==> config.mk <==
export PLATFORM = sky130hd
export DESIGN_NAME = display_scan_controller_flat
export DESIGN_NICKNAME = d
export VERILOG_FILES = /design/src/rtl/display_scan_controller_if.sv /design/src/rtl/display_scan_controller.sv /design/src/flat_wrapper.sv
export SDC_FILE = /design/constraint.sdc
export NUM_CORES = 1
export LEC_CHECK = 0
export ABC_AREA = 1
export BUFFER_PORTS_ARGS = -buffer_cell sky130_fd_sc_hd__buf_4
export CAP_MARGIN = 20
export CORE_UTILIZATION = 45
export CTS_BUF_LIST = sky130_fd_sc_hd__clkbuf_16
export CTS_CLUSTER_DIAMETER = 30
export CTS_CLUSTER_SIZE = 16
export DETAILED_ROUTE_END_ITERATION = 7
export HOLD_SLACK_MARGIN = 0.05
export PLACE_DENSITY = 0.7
export SLEW_MARGIN = 20
export SYNTH_ARGS = -nofsm -noshare
export SYNTH_HDL_FRONTEND = slang
export SYNTH_SLANG_ARGS = --single-unit
==> constraint.sdc <==
create_clock -name clk -period 3.8 [get_ports clk]
set_clock_uncertainty 0.1 [all_clocks]
set_input_delay 0.57 -clock clk [delete_from_list [all_inputs] [get_ports clk]]
set_output_delay 0.57 -clock clk [all_outputs]
set_load 0.005 [all_outputs]
==> src/rtl/display_scan_controller_if.sv <==
// Signal bundle between the value datapath (master) and the display scan
// controller (slave). Digit data and masks in, board-pin drive and debug out.
interface display_scan_controller_if #(
  parameter int DIGITS = 4
);
  // No handshake: every signal is a level, sampled on each clk edge by the
  // receiver; values and masks may change in any cycle.
  logic [4*DIGITS-1:0] value;
  logic [DIGITS-1:0]   dp_mask;
  logic [DIGITS-1:0]   blank_mask;
  logic [DIGITS-1:0]   blink_mask;
  logic [DIGITS-1:0]   an;
  logic [6:0]          seg;
  logic                dp;
  logic [2:0]          digit_idx;
  logic                state_dbg;

  modport master (
    output value, dp_mask, blank_mask, blink_mask,
    input  an, seg, dp, digit_idx, state_dbg
  );

  modport slave (
    input  value, dp_mask, blank_mask, blink_mask,
    output an, seg, dp, digit_idx, state_dbg
  );
endinterface

==> src/rtl/display_scan_controller.sv <==
// Time-multiplexed common-anode 7-segment scanner: one digit per scan_lvl rise,
// with anode dead-time between digits, hex decode, decimal point, blank and blink.
module display_scan_controller #(
  parameter int DIGITS      = 4,
  parameter int DEAD_CYCLES = 2
) (
  input  logic clk,
  input  logic rst,
  input  logic scan_lvl,
  input  logic blink_lvl,
  display_scan_controller_if.slave bus
);

  typedef enum logic {
    ST_DEAD  = 1'b0,
    ST_DRIVE = 1'b1
  } state_e;

  localparam logic [7:0]        DEAD_INIT = 8'(DEAD_CYCLES);
  localparam logic [2:0]        IDX_LAST  = 3'(DIGITS - 1);
  localparam logic [DIGITS-1:0] AN_ONE    = DIGITS'(1);
  localparam logic [DIGITS-1:0] AN_OFF    = '1;

  state_e            state_q, state_d;
  logic              scan_q, scan_d;
  logic [7:0]        dead_cnt_q, dead_cnt_d;
  logic [2:0]        idx_q, idx_d;
  logic [DIGITS-1:0] an_q, an_d;
  logic [6:0]        seg_q, seg_d;
  logic              dp_q, dp_d;

  logic              scan_rise;
  logic              dark;
  logic [31:0]       value_ext;
  logic [7:0]        dp_ext;
  logic [7:0]        blank_ext;
  logic [7:0]        blink_ext;
  logic [3:0]        nibble;

  function automatic logic [6:0] hex_decode(input logic [3:0] n);
    logic [6:0] s;
    case (n)
      4'h0: s = 7'h3F;
      4'h1: s = 7'h06;
      4'h2: s = 7'h5B;
      4'h3: s = 7'h4F;
      4'h4: s = 7'h66;
      4'h5: s = 7'h6D;
      4'h6: s = 7'h7D;
      4'h7: s = 7'h07;
      4'h8: s = 7'h7F;
      4'h9: s = 7'h6F;
      4'hA: s = 7'h77;
      4'hB: s = 7'h7C;
      4'hC: s = 7'h39;
      4'hD: s = 7'h5E;
      4'hE: s = 7'h79;
      default: s = 7'h71;
    endcase
    return s;
  endfunction

  // Inputs come from clk-domain divider registers, so no synchronizer.
  assign scan_rise = scan_lvl & ~scan_q;

  always_comb begin
    scan_d     = scan_lvl;
    state_d    = state_q;
    dead_cnt_d = dead_cnt_q;
    idx_d      = idx_q;
    if (scan_rise) begin
      state_d    = ST_DEAD;
      dead_cnt_d = DEAD_INIT;
      idx_d      = (idx_q == IDX_LAST) ? 3'd0 : idx_q + 3'd1;
    end else if (state_q == ST_DEAD) begin
      if (dead_cnt_q == 8'd0) begin
        state_d = ST_DRIVE;
      end else begin
        dead_cnt_d = dead_cnt_q - 8'd1;
      end
    end
  end

  // Outputs are decoded from next state and next index so the pins switch
  // on the same edge that registers the step.
  always_comb begin
    value_ext = 32'(bus.value);
    dp_ext    = 8'(bus.dp_mask);
    blank_ext = 8'(bus.blank_mask);
    blink_ext = 8'(bus.blink_mask);
    nibble    = value_ext[{idx_d, 2'b00} +: 4];
    dark      = blank_ext[idx_d] | (blink_ext[idx_d] & blink_lvl);
    an_d      = AN_OFF;
    seg_d     = 7'h7F;
    dp_d      = 1'b1;
    if (state_d == ST_DRIVE && !dark) begin
      an_d  = ~(AN_ONE << idx_d);
      seg_d = ~hex_decode(nibble);
      dp_d  = ~dp_ext[idx_d];
    end
  end

  always_ff @(posedge clk or posedge rst) begin
    if (rst) begin
      state_q    <= ST_DEAD;
      scan_q     <= 1'b0;
      dead_cnt_q <= DEAD_INIT;
      idx_q      <= 3'd0;
      an_q       <= AN_OFF;
      seg_q      <= 7'h7F;
      dp_q       <= 1'b1;
    end else begin
      state_q    <= state_d;
      scan_q     <= scan_d;
      dead_cnt_q <= dead_cnt_d;
      idx_q      <= idx_d;
      an_q       <= an_d;
      seg_q      <= seg_d;
      dp_q       <= dp_d;
    end
  end

  assign bus.an        = an_q;
  assign bus.seg       = seg_q;
  assign bus.dp        = dp_q;
  assign bus.digit_idx = idx_q;
  assign bus.state_dbg = (state_q == ST_DRIVE);

endmodule
==> src/flat_wrapper.sv <==
// flat-port wrapper written by rule: the top's interface ports become plain ports
module display_scan_controller_flat 
#(
  parameter int DIGITS      = 4,
  parameter int DEAD_CYCLES = 2
)
  (clk, rst, scan_lvl, blink_lvl, bus_value, bus_dp_mask, bus_blank_mask, bus_blink_mask, bus_an, bus_seg, bus_dp, bus_digit_idx, bus_state_dbg);
  display_scan_controller_if #(.DIGITS(DIGITS)) bus_i ();
  input  logic clk;
  input  logic rst;
  input  logic scan_lvl;
  input  logic blink_lvl;
  input wire logic [$bits(bus_i.value)-1:0] bus_value;
  input wire logic [$bits(bus_i.dp_mask)-1:0] bus_dp_mask;
  input wire logic [$bits(bus_i.blank_mask)-1:0] bus_blank_mask;
  input wire logic [$bits(bus_i.blink_mask)-1:0] bus_blink_mask;
  output wire logic [$bits(bus_i.an)-1:0] bus_an;
  output wire logic [$bits(bus_i.seg)-1:0] bus_seg;
  output wire logic [$bits(bus_i.dp)-1:0] bus_dp;
  output wire logic [$bits(bus_i.digit_idx)-1:0] bus_digit_idx;
  output wire logic [$bits(bus_i.state_dbg)-1:0] bus_state_dbg;
  assign bus_i.value = bus_value;
  assign bus_i.dp_mask = bus_dp_mask;
  assign bus_i.blank_mask = bus_blank_mask;
  assign bus_i.blink_mask = bus_blink_mask;
  assign bus_an = bus_i.an;
  assign bus_seg = bus_i.seg;
  assign bus_dp = bus_i.dp;
  assign bus_digit_idx = bus_i.digit_idx;
  assign bus_state_dbg = bus_i.state_dbg;
  display_scan_controller #(.DIGITS(DIGITS), .DEAD_CYCLES(DEAD_CYCLES)) u_core (.clk(clk), .rst(rst), .scan_lvl(scan_lvl), .blink_lvl(blink_lvl), .bus(bus_i));
endmodule
==> results of run 1 <==
cells in the mapped netlist, drive strengths merged:
master / instances
clkinv: 1
nor3: 1
ha: 9
o21a: 1
nand3b: 1
nand2: 86
o21ai: 9
nor2: 16
inv: 34
o211ai: 1
nand3: 37
a21oi: 5
dfrtp: 12
dfstp: 13
nand4: 9
buf: 3
flip-flops by register name (all words and copies together), names as in the netlist:
| signal | cells |
|---|---|
| u_core.dead_cnt_q | 8 |
| u_core.bus.dp | 1 |
| u_core.bus.state_dbg | 1 |
| u_core.bus.an | 4 |
| u_core.bus.digit_idx | 3 |
| u_core.bus.seg | 7 |
| u_core.scan_q | 1 |
cells by family (layout without fill, tap and decap cells):
logic type | count (synthesis) | count (layout) | share of synthesized area, %
simple gates | 150 | 150 | 41.3
buf+inv | 38 | 86 | 9.20
fa+ha+maj | 9 | 9 | 6.52
flops | 25 | 25 | 37.1
compound gates | 16 | 16 | 5.79
layout make-up:
| type | instances | area, um2 |
|---|---|---|
| fillers | 339 | 1470 |
| multi-input cells | 175 | 927 |
| flip-flops and latches | 25 | 642 |
| repair buffers | 47 | 353 |
| inverters | 35 | 135 |
| clock buffers | 3 | 75.1 |
| well taps | 48 | 60.1 |
| clock inverters | 1 | 3.75 |
metal layers:
layer	part of all wire, %	vias up	wire length (um)	track usage (%)
li1	-	858	-	-
met1	49	695	1780	27.7
met2	45	49	1630	33.4
met3	5.2	2	189	2.32
met4	0.80	0	29	5.68
met5	0	-	0	0
report_power, final:
group | switching [uW] | leakage (uW) | internal, uW
logic | 538 | 0.000839 | 314
clock network | 82.2 | 0.0000423 | 140
registers | 40.2 | 0.000290 | 369
through the flow:
step           cell area (um2)  setup slack (ns)  util [%]  hold WS (ns)
2_1_floorplan             1730              1.64         -         0.356
3_3_place_gp              2120              1.11      57.8         0.388
3_5_place_dp              2120              1.05      57.8         0.401
4_1_cts                   2200              1.25      60.0         0.337
5_1_grt                   2200              1.03      60.0         0.330
6_report                  2200              1.26      60.0         0.340
final timing paths:
kind                                      startpoint  cells after the start                 endpoint
worst min register to register  u_core.dead_cnt_q[1]                      2     u_core.dead_cnt_q[1]
min in group asynchronous                        rst                      2     u_core.bus.state_dbg
worst max-delay path                   u_core.scan_q                     10        u_core.bus.seg[3]
worst max register to register         u_core.scan_q                     10        u_core.bus.seg[3]
worst min-delay path                        scan_lvl                      1            u_core.scan_q
max in group asynchronous                        rst                      2  u_core.bus.digit_idx[2]
worst reg2reg max path, delay by kind of cell, from the launching register on:
kind	cells	cell delay [ns]
DFF	1	0.40
AOI/OAI and AO/OA	1	0.58
buffers and inverters	2	0.24
adders and majority gates	1	0.19
and+or+nand+nor	6	0.97
==> impl_metrics.tcl, run 1 <==
set metrics [dict create \
    hold_class "primary input to register" \
    final_cell_mix "77 x nand2_1, 47 x buf_4, 35 x nand3_1, 33 x inv_1, 14 x nor2_1" \
    power_uw 1480 \
    worstMarginPinSlew_ns 0.883 \
    crit_top_cell "nand2_1" \
    cts_hold_buf 0 \
    cp_max_fo 19 \
    path_cells "inv_1 > nand2_1 > o21ai_4 > nand3_1 > inv_1 > ha_1 > nand4_1 > nand2_1 > nand2_1 > nand3_1" \
    yosys_warnings 0 \
    core_um2 3660 \
    clk_latency_ns 0.25 \
    synth_top_cell_by_area "dfstp_2" \
    yosysSeqAreaShare_pct 37.1 \
    via_count 1604 \
    first_pass_iters 4 \
    syn_to_final_growth_pct 27.1 \
    mostFrequentLayoutCell "nand2_1" \
    htreeDepth 1 \
    grt_pass1_vias 1558 \
    slew_headroom_pct 41.1 \
    port_buffers 47 \
    vias_per_cell 4.80 \
    max_cap_viol_count 0 \
    postSynthCellCount 238 \
    grtUsageTotal_pct 20.2 \
    finalSetupTns_ns 0 \
    synth.area.top_cells "dfstp_2 20%, dfrtp_1 17%, nand2_1 17%" \
    cp_data_required_time_ns 3.89 \
    row_count 22 \
    drive_gt1_share_pct 28.3 \
    crit_arrival_ns 2.63 \
    worstSetupEndpointType "register" \
    clock-root-buffer "clkbuf_16" \
    post-place-cells 330 \
    crit_family "simple AND/OR/NAND/NOR gates" \
    globalplace.congestion 0.859 \
    syn_nets 279 \
    wl_per_cell_um 10.9 \
    antenna_found_initial 0 \
    grt_start_max_net_pins 26 \
    die-area_um2 4090 \
    path_clk_slew_ns 0.06 \
    setup_viol 0 \
    wirelength_um 3620 \
    post_cts_buffers 0 \
    grt.overflow.total 0 \
    fin_crit_sh_pct 66.8 \
    cts_made_buffers 3 \
    netlist_area_um2 1730 \
    cts-resized-gates 0 \
    r2r_slack_ns 1.26 \
    grt_pass1_wl_um 6560 \
    drc 0 \
    tritoncts "built" \
    insertedDiodeCount 0 \
    clock_path_buffers 2 \
    initial_core_util_pct 47.2 \
    cp_slowest_cell "o21ai_4" \
    fmax_ghz 0.394 \
    slew_viol_final 0 \
    critical_path_buf_inv_count 2 \
    clkSinkCount 25 \
    drtIter0Drc 61 \
    power.density_nw_per_um2 676 \
    rsz0062_at_grt "false" \
    syn_area_per_cell_um2 7.26 \
    ys_types 27 \
    finalHoldViolations 0 \
    period_minus_slack_ns 2.54 \
    worst_ir_drop_vdd_mv 0.263 \
    crit_type "register to register" \
    p_leak_uw 0.00117 \
    fin_nets 328 \
    ioPinCount 48 \
    antenna_left 0 \
    critPathMaxStageDelay_ns 0.58 \
    fin_cells 334 \
    dieWidth_um 64.0 \
    yosys.area.top_type_share_pct 19.8 \
    startpoint_type "register" \
    die_h_um 64.0 \
    synth-seq-cells 25 \
    status "finished, final reports clean" \
    dp_hpwl_um 2850 \
]
(Power assumes the default switching activity.)
==> run 2, diff against run 1 <==
- clock period: 3.8 -> 2.55 ns (I/O delays scaled with it)
==> run 2 against run 1 <==
Against the previous run:
- sequential share of layout area down 0.36 points
- first-iteration DRC count up 3.3%
- design area rose by 1.3%
- critical path type unchanged
- critical path depth up 1
- largest cell class unchanged
- final cell count increased by 0.90%
- clock power increased by 53%
- total power is 50% higher
==> impl_metrics.tcl, run 2 (synthesized netlist as in run 1, its figures left out) <==
set metrics [dict create \
    seqCellArea_um2 642 \
    largest_reg_flops 8 \
    grt_pass1_wl_um 6900 \
    grt.overflow.total 0 \
    tritoncts "built" \
    crit_path_start "u_core.bus.digit_idx[0]" \
    fmax_ghz 0.441 \
    combinationalPowerShare_pct 57.3 \
    critical_path_buf_inv_count 1 \
    hold_start "scan_lvl" \
    syn_to_final_growth_pct 28.7 \
    slew_viol_final 0 \
    fin_crit_sh_pct 88.8 \
    post_cts_buffers 0 \
    setup_viol 0 \
    power_uw 2220 \
    path_cells "ha_1 > nand2_1 > nand2_1 > o21ai_2 > inv_4 > nand2_1 > nand3_1 > ha_1 > nand4_1 > nand3_1 > nand3_1" \
    drtIter0Drc 63 \
    row_count 22 \
    port_buffers 47 \
    rsz0062_at_grt "false" \
    clock-root-buffer "clkbuf_16" \
    antenna_found_initial 0 \
    slew_headroom_pct 48.6 \
    clock_path_buffers 2 \
    clkSinkCount 25 \
    wirelength_um 3740 \
    globalplace.congestion 0.868 \
    largest-register "u_core.dead_cnt_q" \
    critPathMaxStageDelay_ns 0.42 \
    grt_start_max_net_pins 22 \
    cp_slowest_cell "dfrtp_1" \
    drc 0 \
    die_h_um 64.0 \
    power.density_nw_per_um2 1000 \
    p_clk_share_pct 15.2 \
    drive_gt1_share_pct 29.4 \
    hold_class "primary input to register" \
    grt.met1_usage_pct 30.2 \
    core_um2 3660 \
    worstMarginPinSlew_ns 0.771 \
    power.switching_uw 988 \
    worstSetupEndpointType "register" \
    crit_type "register to register" \
    gr-usage-met2_pct 33.5 \
    fin_nets 331 \
    startpoint_type "register" \
    final_cell_mix "77 x nand2_1, 50 x buf_4, 34 x nand3_1, 33 x inv_1, 14 x nor2_1" \
    p_leak_uw 0.00119 \
    grtUsageTotal_pct 21.0 \
    status "finished, final reports clean" \
    finalSetupTns_ns 0 \
    crit_arrival_ns 2.34 \
    hold_slack_ns 0.151 \
    busiest_layer "met2" \
    cts_hold_buf 0 \
    crit_family "adder cells" \
    p_int_uw 1230 \
    period_minus_slack_ns 2.27 \
    multi_input_comb_area_um2 932 \
    htreeDepth 1 \
    initial_core_util_pct 47.2 \
    finalHoldViolations 0 \
    antenna_left 0 \
    ioPinCount 48 \
    gr-usage-met3_pct 2.50 \
    mostFrequentLayoutCell "nand2_1" \
    cp_data_required_time_ns 2.62 \
    grt_pass1_vias 1567 \
    first_pass_iters 4 \
    vias_per_cell 4.83 \
    clk_latency_ns 0.25 \
    cp_max_fo 10 \
    power_frac_seq_pct 27.5 \
    path_clk_slew_ns 0.06 \
    via_count 1627 \
    r2r-start "u_core.bus.digit_idx[0]" \
    cts_made_buffers 3 \
    switching_share_pct 44.5 \
    insertedDiodeCount 0 \
    dp_hpwl_um 3010 \
    fillers 341 \
    max_cap_viol_count 0 \
    die-area_um2 4090 \
    wl_per_cell_um 11.1 \
    dieWidth_um 64.0 \
    worst_ir_drop_vdd_mv 0.495 \
]
-- run 2: cell types whose count changed in the layout (fill, tap and decap cells not counted) --
cell and delta:
nand3_2 +1, buf_4 +3, nand3_1 -1
-- run 2: power by group through the flow --
stage / Combinational, uW / Sequential, uW / Clock [uW]
6_report: 1270 / 611 / 339
4_1_cts: 1270 / 613 / 345
3_3_place_gp: 1260 / 616 / 0
5_1_grt: 1480 / 631 / 358
2_1_floorplan: 944 / 616 / 0
3_5_place_dp: 1270 / 618 / 0
-- run 2: routing by layer --
layer | vias up | share of wire, %
met4 | 0 | 0
met3 | 0 | 4.3
met1 | 716 | 51
met5 | - | 0
met2 | 49 | 45
li1 | 862 | -
-- run 2: cell type report --
type	instances	share of cell area, %
multi-input cells	175	41.9
clock buffers	3	3.38
well taps	48	2.70
inverters	35	6.08
repair buffers	50	16.9
flip-flops and latches	25	28.9
clock inverters	1	0.169
-- run 2: final timing paths --
| kind | endpoint | slack [ns] | depth (start not counted) |
|---|---|---|---|
| setup / recovery | u_core.bus.seg[3] | 0.28 | 11 |
| hold / removal | u_core.scan_q | 0.15 | 1 |
| setup reg to reg | u_core.bus.seg[3] | 0.28 | 11 |
| hold reg to reg | u_core.dead_cnt_q[3] | 0.40 | 1 |
| max in group asynchronous | u_core.bus.seg[0] | 1.52 | 3 |
| min in group asynchronous | u_core.dead_cnt_q[2] | 0.17 | 2 |
-- run 2: timing repair --
| item | CTS | global route |
|---|---|---|
| gates resized for setup | 0 | 1 |
| setup endpoints to repair | 0 | 3 |
| hold endpoints to repair | 0 | 0 |
-- run 2: stage by stage --
stage	setup WS, ns	cells	utilization (%)	cell area, um2
final	0.285	337	60.7	2220
after CTS	0.199	337	60.6	2220
after global placement	0.243	333	58.4	2140
after detailed placement	0.216	333	58.4	2140
after global routing	0.0160	337	60.7	2220
after floorplan	0.409	238	-	1730
==> run 3, diff against run 2 <==
- BUFFER_PORTS_ARGS: -buffer_cell sky130_fd_sc_hd__buf_4 -> -buffer_cell sky130_fd_sc_hd__buf_2
==> run 3 against run 2 <==
Against the previous run:
- global-route usage is 0.35 points higher
- total power is 1.6% lower
- via count hardly changed
- die area stayed put
- clock power is 1% higher
- flip-flop and latch count stayed put
- non-clock buffer count stayed put
- sequential share of layout area is 1.6 points higher
- critical endpoint unchanged
==> impl_metrics.tcl, run 3 (synthesized netlist as in run 1, its figures left out) <==
set metrics [dict create \
    cp_max_fo 12 \
    antenna_found_initial 0 \
    gr-usage-met3_pct 1.96 \
    crit_arrival_ns 2.39 \
    globalplace.congestion 0.912 \
    crit_family "simple AND/OR/NAND/NOR gates" \
    grt.met1_usage_pct 29.2 \
    slew_headroom_pct 50.2 \
    wl_per_cell_um 11.2 \
    fin_crit_sh_pct 90.6 \
    clk_latency_ns 0.25 \
    die-area_um2 4090 \
    setup_viol 0 \
    final_cell_mix "77 x nand2_1, 47 x buf_2, 35 x nand3_1, 32 x inv_1, 14 x nor2_1" \
    path_clk_slew_ns 0.06 \
    clkSinkCount 25 \
    gr-usage-met2_pct 33.9 \
    utilization_pct 57.6 \
    dp_hpwl_um 3000 \
    path_cells "ha_1 > nand2_2 > nand3_4 > nand2_4 > nand2_1 > nand2_1 > nand2_1 > nand3_1 > inv_1 > ha_1 > nand4_1 > nand2_1 > nand2_1 > nand3_1" \
    drive_gt1_share_pct 29.4 \
    worst_ir_drop_vdd_mv 0.453 \
    largest_reg_flops 8 \
    grt.overflow.total 0 \
    wirelength_um 3780 \
    cts_made_buffers 3 \
    slew_viol_final 0 \
    startpoint_type "register" \
    p_leak_uw 0.00113 \
    critical_path_buf_inv_count 1 \
    place_ws_ns 0.198 \
    clock_path_buffers 2 \
    insertedDiodeCount 0 \
    finalHoldViolations 0 \
    dieWidth_um 64.0 \
    period_minus_slack_ns 2.31 \
    finalSetupTns_ns 0 \
    crit_type "register to register" \
    core_um2 3660 \
    port_buffers 47 \
    rsz0062_at_grt "false" \
    hold_class "primary input to asynchronous set/reset pin" \
    worstSetupEndpointType "register" \
    power.density_nw_per_um2 1040 \
    drtIter0Drc 95 \
    clock-root-buffer "clkbuf_16" \
    syn_to_final_growth_pct 22.1 \
    fin_nets 331 \
    fmax_ghz 0.433 \
    vias_per_cell 4.83 \
    tritoncts "built" \
    largest-register "u_core.dead_cnt_q" \
    cts_hold_buf 0 \
    post_cts_buffers 0 \
    timing.final.ws_setup_ns 0.239 \
    max_cap_viol_count 0 \
    via_count 1628 \
    htreeDepth 1 \
    initial_core_util_pct 47.2 \
    cp_slowest_cell "dfrtp_1" \
    drc 0 \
    cts-resized-gates 0 \
    worstMarginPinSlew_ns 0.747 \
    critPathMaxStageDelay_ns 0.42 \
    busiest_layer "met2" \
    cp_data_required_time_ns 2.62 \
    mostFrequentLayoutCell "nand2_1" \
    grt_pass1_wl_um 6870 \
    ioPinCount 48 \
    die_h_um 64.0 \
    fillers 373 \
    crit_top_cell "nand2_1" \
    first_pass_iters 4 \
    status "finished, final reports clean" \
    grt_start_max_net_pins 22 \
    grtUsageTotal_pct 21.3 \
    row_count 22 \
    grt_pass1_vias 1609 \
    antenna_left 0 \
]
run 3: cell count changes in the layout (fill, tap and decap cells not counted):
| cell | change |
|---|---|
| o21ai_2 | -1 |
| nand3_2 | -1 |
| nand3_1 | +1 |
| o21ai_4 | +1 |
| buf_2 | +47 |
| clkinv_2 | +1 |
| inv_1 | -1 |
| buf_4 | -47 |
run 3: where the power goes:
part	internal [uW]	switching, uW	total, uW	leakage [uW]
clock network	211	132	343	0.0000409
registers	550	59.9	610	0.000290
logic	433	802	1230	0.000803
total	1190	994	2190	0.00113
run 3: final cells by class:
type | instances | area (um2) | share of cell area [%]
Clock buffer | 3 | 75.1 | 3.56
Clock inverter | 1 | 5.00 | 0.237
Inverter | 35 | 135 | 6.41
Multi-Input combinational cell | 175 | 935 | 44.3
Sequential cell | 25 | 642 | 30.4
Tap cell | 48 | 60.1 | 2.85
Timing Repair Buffer | 50 | 258 | 12.2
run 3: worst paths after layout:
kind | start | to | slack [ns] | cells after the start
worst max-delay path | u_core.bus.digit_idx[0] | u_core.bus.seg[3] | 0.24 | 14
worst min-delay path | rst | u_core.bus.state_dbg | 0.15 | 2
worst max register to register | u_core.bus.digit_idx[0] | u_core.bus.seg[3] | 0.24 | 14
worst min register to register | u_core.dead_cnt_q[3] | u_core.dead_cnt_q[3] | 0.40 | 1
max in group asynchronous | rst | u_core.bus.seg[0] | 1.56 | 3
min in group clk | scan_lvl | u_core.scan_q | 0.16 | 1
run 3: metal layers:
metal,routed length (um),up-vias
li1,-,862
met1,1830,704
met2,1680,56
met3,204,6
met4,67,0
met5,0,-
run 3: per-stage QoR:
step | cells | power (uW) | cell area (um2) | hold WS, ns
final | 337 | 2190 | 2110 | 0.151
after global placement | 333 | 1820 | 2020 | 0.387
after global routing | 337 | 2430 | 2110 | 0.156
after floorplan | 238 | 1560 | 1730 | 0.300
after CTS | 337 | 2190 | 2100 | 0.155
after detailed placement | 333 | 1840 | 2020 | 0.394
